<file path="config.mk">
export PLATFORM = sky130hd
export DESIGN_NAME = master_fifo
export DESIGN_NICKNAME = d
export VERILOG_FILES = /design/src/rtl/master_fifo.sv
export SDC_FILE = /design/constraint.sdc
export NUM_CORES = 1
export LEC_CHECK = 0
export BUFFER_PORTS_ARGS = -buffer_cell sky130_fd_sc_hd__buf_4
export CAP_MARGIN = 20
export CORE_UTILIZATION = 44
export DETAILED_ROUTE_END_ITERATION = 7
export PLACE_DENSITY_LB_ADDON = 0.15
export SYNTH_ARGS = -nofsm -noshare
export SYNTH_HDL_FRONTEND = slang
export SYNTH_SLANG_ARGS = --single-unit
export TNS_END_PERCENT = 1
</file>
<file path="constraint.sdc">
create_clock -name clk -period 2.5 [get_ports clk]
set_clock_uncertainty 0.05 [all_clocks]
set_input_delay 0.375 -clock clk [delete_from_list [all_inputs] [get_ports clk]]
set_output_delay 0.375 -clock clk [all_outputs]
set_load 0.03 [all_outputs]
</file>
<file path="src/rtl/master_fifo.sv">
// rtl/master_fifo.sv - DEPTH-entry circular buffer between a source and a downstream receiver
// Flow control flags come only from the occupancy register, so ready never reaches push_ready.

module master_fifo #(
   parameter int WIDTH = 8,
   parameter int DEPTH = 4
) (
   input  logic                     clk,
   input  logic                     rst,
   input  logic                     valid_en,
   input  logic [WIDTH-1:0]         mdata_in,
   output logic                     push_ready,
   output logic                     valid,
   input  logic                     ready,
   output logic [WIDTH-1:0]         mdata_out,
   output logic [$clog2(DEPTH):0]   count,
   output logic [7:0]               drop_cnt
);

   localparam int AW = $clog2(DEPTH);

   logic [WIDTH-1:0] r_mem [DEPTH];
   logic [AW-1:0]    r_wptr;
   logic [AW-1:0]    r_rptr;
   logic [AW:0]      r_count;
   logic [7:0]       r_drop;

   logic w_push;
   logic w_pop;
   logic w_drop;

   // DEPTH is a power of two, so the occupancy MSB alone marks full.
   assign push_ready = ~r_count[AW];
   assign valid      = |r_count;
   assign mdata_out  = r_mem[r_rptr];
   assign count      = r_count;
   assign drop_cnt   = r_drop;

   assign w_push = valid_en & push_ready;
   assign w_pop  = valid & ready;
   assign w_drop = valid_en & ~push_ready & (r_drop != 8'hFF);

   always_ff @(posedge clk) begin
      if (w_push) begin
         r_mem[r_wptr] <= mdata_in;
      end
   end

   always_ff @(posedge clk or negedge rst) begin
      if (!rst) begin
         r_wptr  <= '0;
         r_rptr  <= '0;
         r_count <= '0;
         r_drop  <= '0;
      end else begin
         if (w_push) begin
            r_wptr <= r_wptr + AW'(1);
         end
         if (w_pop) begin
            r_rptr <= r_rptr + AW'(1);
         end
         case ({w_push, w_pop})
            2'b10:   r_count <= r_count + (AW+1)'(1);
            2'b01:   r_count <= r_count - (AW+1)'(1);
            default: r_count <= r_count;
         endcase
         if (w_drop) begin
            r_drop <= r_drop + 8'd1;
         end
      end
   end

endmodule

</file>
# ---- Yosys cells after proc, flatten, opt, wreduce, memory -nomap -nowiden
# Memories as Yosys holds them, arrays and structs flattened.
# Cells that the tools add are included.
dict set report totals {
  register_bits 15
  latch_bits 0
  mem_bits_rw 32
  rom_bits 0
  in_bits 12
  out_inout_bits 21
  wordCells 23
  memories 1
}
# memory words word_bits rd rd_clocked_by_memory_dff wr line
set mem_list {}
lappend mem_list {r_mem 4 8 1 0 1 22} ;# logic [WIDTH-1:0] r_mem [DEPTH];
dict set report op_classes {
  n_addsub 5
  multipliers 0
  div_mod_pow 0
  magnitude_cmp 0
  n_eq_ne 3
  shift 0
  n_mux 3
  bitwise_logic 5
  n_reduce_logical 2
}
# cell n
set op_table {}
lappend op_table {{adder 8 x 1 -> 8 bit (second input constant)} 1}
lappend op_table {{!= test 8 bit (second input constant)} 1}
lappend op_table {{one-hot mux 3 bit (2 select lines)} 1}
lappend op_table {{adder 2 x 1 -> 2 bit (second input constant)} 2}
lappend op_table {{AND 1 bit} 4}
lappend op_table {{adder 3 x 1 -> 3 bit (second input constant)} 1}
lappend op_table {{OR reduction 3 bit} 1}
lappend op_table {{subtractor 3 x 1 -> 3 bit (second input constant)} 1}
lappend op_table {{== test 2 x 1 -> 1 bit (second input constant)} 1}
lappend op_table {{== test 2 bit (second input constant)} 1}
lappend op_table {{two-way mux 1 bit} 2}
lappend op_table {{nonzero test 2 bit} 1}
lappend op_table {{inverter 1 bit} 1}

# ---- Longest topological paths before layout
dict set report depth {
  depth_word 4
  mapped_depth 9
  depth_no_buf 8
}

# ---- Least setup slack after synthesis
# Ideal clock, no wire load.
dict set report synth_path {
  kind {reg2reg}
  startpoint {register r_count[2] (netlist: count[2])}
  endpoint {register r_count[2] (netlist: count[2])}
  setup_time_ns 0.133
  arrival_ns 1.920
  required_time_ns 2.317
  setup_slack_ns 0.397
  path_stages_with_launch 10
  path_buffers 1
  period_less_slack_ns 2.103
  cell_sequence {dfrtp_1 -> and2b_2 -> clkbuf_1 -> inv_1 -> ha_1 -> inv_1 -> fa_1 -> xor2_1 -> nor2_1 -> xnor2_1}
}
dict set report synth_between {
  elab_chain_cells 4
  word_cells_on_any_way 10
  cone_classes {add/sub: 2; eq/ne: 2; mux: 1; bitwise: 3; reduce/logical: 2}
}
# element line
set synth_rtl {}
lappend synth_rtl {{start: declaration} 25} ;# logic [AW:0] r_count;
lappend synth_rtl {{start signal: assignment} 63} ;# 2'b10: r_count <= r_count + (AW+1)'(1);
lappend synth_rtl {{start signal: assignment} 64} ;# 2'b01: r_count <= r_count - (AW+1)'(1);
lappend synth_rtl {{start signal: assignment} 65} ;# default: r_count <= r_count;
lappend synth_rtl {{OR reduction 3 bit / inverter 1 bit (equally long branches)} {34, 33}}
lappend synth_rtl {{AND 1 bit (on tied branches)} {40, 39}}
lappend synth_rtl {{== test 2 x 1 -> 1 bit / == test 2 bit (equally long branches)} 62} ;# case ({w_push, w_pop})
lappend synth_rtl {{one-hot mux 3 bit (2 select lines) / nonzero test 2 bit (equally long branches)} -}
# Several ways; a longest one is shown, not always the timed one.
# A chain may end at the register's enable or synchronous reset.

# ---- Worst setup path in the final report
dict set report layout_path {
  startpoint {register r_rptr[0]}
  endpoint {output mdata_out[7]}
}
dict set report layout_between {
  elab_chain_cells 1
}
# element line
set layout_rtl {}
lappend layout_rtl {{start: declaration} 24} ;# logic [AW-1:0] r_rptr;
lappend layout_rtl {{start signal: assignment} 60} ;# r_rptr <= r_rptr + AW'(1);
lappend layout_rtl {{memory read (4 x 8 bit)} -}
lappend layout_rtl {{end: declaration} 15} ;# output logic [WIDTH-1:0] mdata_out,
# No other way between the ends.

==> results.json <==
{
  "min_period_ns": 2.04,
  "routed_wl_um": 3140,
  "worstPathCellList": "buf_4 -> mux4_2 -> buf_4",
  "synth.mux.area_fraction_pct": 11.6,
  "worst_setup_path_end_kind": "primary output",
  "synth_nets": 137,
  "status": "finished, final reports clean",
  "rsz0062_at_grt": "no",
  "gp_congestion": 0.768,
  "cp-start-kind": "flop",
  "die_h_um": 69.5,
  "clock_latency_ns": 0.29,
  "final_antenna_net_count": 0,
  "grt_antenna_before_repair": 0,
  "routedWlPerCell_um": 14.9,
  "synthXorXnorAreaFrac_pct": 3.93,
  "htree_levels": 2,
  "drt_pre_antenna_iters": 4,
  "root_buffer": "clkbuf_8",
  "cts_buffer_depth": 2,
  "grtUsageTotal_pct": 15.1,
  "power.total_w": 0.00289,
  "area_growth_pct": 20.1,
  "hold_viol_final": 0,
  "setup_viol": 0,
  "core_mm2": 0.00435,
  "cts_post_setup_buffers_inserted": 0,
  "netlist_top_cells_area": "edfxtp_1 (48%), dfrtp_1 (19%), mux4_2 (9.0%), ha_1 (3.7%), xnor2_1 (3.1%)",
  "crit_slowest_cell": "mux4_2",
  "portBuffers": 32,
  "synth-async-reset-ratio_pct": 31.9,
  "yosysUniqueCellTypes": 31,
  "switching_share_pct": 38.6,
  "placed_cells": 201,
  "setup_tns_ns": 0,
  "synth_top_family_by_area": "multiplexers",
  "grt_start_max_net_pins": 16,
  "p_seq_share_pct": 41.4,
  "synth_edf_count": 32,
  "synth_compound_area_share_pct": 3.37,
  "slew_headroom_pct": 70.0,
  "cp_max_fo": 4,
  "fin_nets": 176,
  "register_area_mm2": 0.00134,
  "fillers": 347,
  "die_w_um": 69.5,
  "p_int_w": 0.00178,
  "layout_worst_path_cycle_share_pct": 81.6,
  "grt_pass1_vias": 1121,
  "synthesis.area_mm2": 0.00201,
  "crit_type": "flop to primary output",
  "cts.sinks": 47,
  "crit_path_frequent_cell": "buf_4",
  "synth_top_area_share_pct": 47.9,
  "leakagePower_nw": 0.949,
  "cts_buffers": 5,
  "cts.reportedPaths.clkPinSlew_ns": 0.09,
  "ir_drop_v": 0.000677,
  "vias_per_cell": 5.11,
  "pwr_density_cell_mw_per_mm2": 1200,
  "cts_tree": "yes",
  "seq_area_frac_synth_pct": 66.6,
  "overflow": 0,
  "vias": 1073,
  "antennaDiodeCount": 0,
  "holdCritPathClass": "primary input to flop",
  "drc": 0,
  "multiInputGateArea_um2": 631,
  "mostFrequentLayoutCell": "buf_4",
  "grt_pass1_wl_um": 5430,
  "layout-drive-gt1-share_pct": 38.6,
  "ys_seq_elements": 47,
  "start_util_pct": 46.1,
  "critPathMaxStageDelay_ns": 0.50,
  "synth_top_flop_cell": "edfxtp_1",
  "ys_warn_count": 0,
  "ios": 33,
  "drv_cap": 0,
  "synthCells": 118,
  "syn_avg_cell_area_um2": 17.0,
  "worst_pin_slew_ns": 0.450,
  "p_clk_share_pct": 15.1,
  "switching_power_w": 0.00112,
  "post-dp-hpwl_um": 2170,
  "crit_arrival_ns": 1.61,
  "synth-simple-area-share_pct": 7.80,
  "synth_top_cell_by_area": "edfxtp_1",
  "row_count": 24,
  "fmax_mhz": 490,
  "required_ns": 2.08,
  "drt_iter0_drc": 41,
  "maxSlewViolCount": 0,
  "synth-adder-area-share_pct": 4.74,
  "die-area_mm2": 0.00483,
  "pwr-share-comb_pct": 43.4,
  "final_cell_mix": "buf_4 (34), edfxtp_1 (32), dfrtp_1 (15)",
  "finalNonFillerCells": 210
}
layout make-up:
class	count	share of cell area [%]
inverter	7	1.09
clock buffer	6	3.01
sequential	47	55.5
multi-input combinational	61	26.2
timing repair buffer	35	11.0
tap	52	2.70
clock inverter	2	0.519
synthesized netlist by cell type (2+ instances only):
cell      instances
mux2_4            2
mux4_2            8
clkbuf_1          2
dfrtp_1          15
inv_1             7
nand3_1           2
ha_1              6
xor2_1            2
nand2_1           7
xnor2_1           7
o21ai_0           2
nor2_1            2
a31oi_1           2
edfxtp_1         32
mux2_2            2
and2_1            5
path summary, 6_finish.rpt:
path | start | to | slack [ns] | cells after the start
setup reg to reg | count[2] | count[2] | 0.53 | 8
hold reg to reg | count[0] | count[0] | 0.49 | 1
max in group asynchronous | rst | r_rptr[1] | 1.80 | 2
min in group asynchronous | rst | drop_cnt[5] | 0.41 | 2
hold / removal | mdata_in[3] | r_mem[0][3] | 0.22 | 1
setup / recovery | r_rptr[0] | mdata_out[7] | 0.46 | 3
per-layer routing:
| metal | up-vias | wire, um | track usage [%] |
|---|---|---|---|
| li1 | 511 | - | - |
| met1 | 527 | 1380 | 18.4 |
| met2 | 28 | 1560 | 24.7 |
| met3 | 7 | 125 | 4.51 |
| met4 | 0 | 65 | 6.80 |
| met5 | - | 0 | 0 |
cells by family after synthesis:
| logic type | count (synthesis) |
|---|---|
| XOR/XNOR | 9 |
| AO/OA/AOI/OAI | 8 |
| multiplexers | 12 |
| adder cells (fa/ha/maj) | 7 |
| AND/OR/NAND/NOR | 25 |
| buffers and inverters | 10 |
| flip-flops | 47 |
per-stage QoR:
step | utilization [%] | area [um^2] | setup WS (ns) | hold WS (ns)
3_3_place_gp | 53.1 | 2310 | 0.601 | 0.191
4_1_cts | 55.3 | 2410 | 0.430 | 0.206
3_5_place_dp | 53.1 | 2310 | 0.532 | 0.197
5_1_grt | 55.3 | 2410 | 0.377 | 0.202
6_report | 55.3 | 2410 | 0.461 | 0.219
2_1_floorplan | - | 2010 | 0.397 | 0.0294
power groups by stage:
stage                     Sequential (W)  Combinational (W)  Clock, W
after floorplan                  0.00129           0.000770         0
after global placement           0.00121            0.00125         0
after detailed placement         0.00122            0.00127         0
after CTS                        0.00120            0.00127  0.000456
after global routing             0.00124            0.00136  0.000484
final                            0.00120            0.00126  0.000438
flip-flops by register name (all words and copies together) (netlist names):
name      flops
r_mem        32
drop_cnt      8
count         3
r_rptr        2
r_wptr        2
repair_timing:
action                                 in CTS  in global routing
hold buffers                                1                  0
gates resized for setup                     0                  0
endpoints found under the hold margin      15                  0
critical path: cells and delay by family, from the launching register on:
family | cells | cell delay [ns]
buffers and inverters | 2 | 0.37
DFF | 1 | 0.45
muxes | 1 | 0.50
Power figures use the tool's default switching activity.
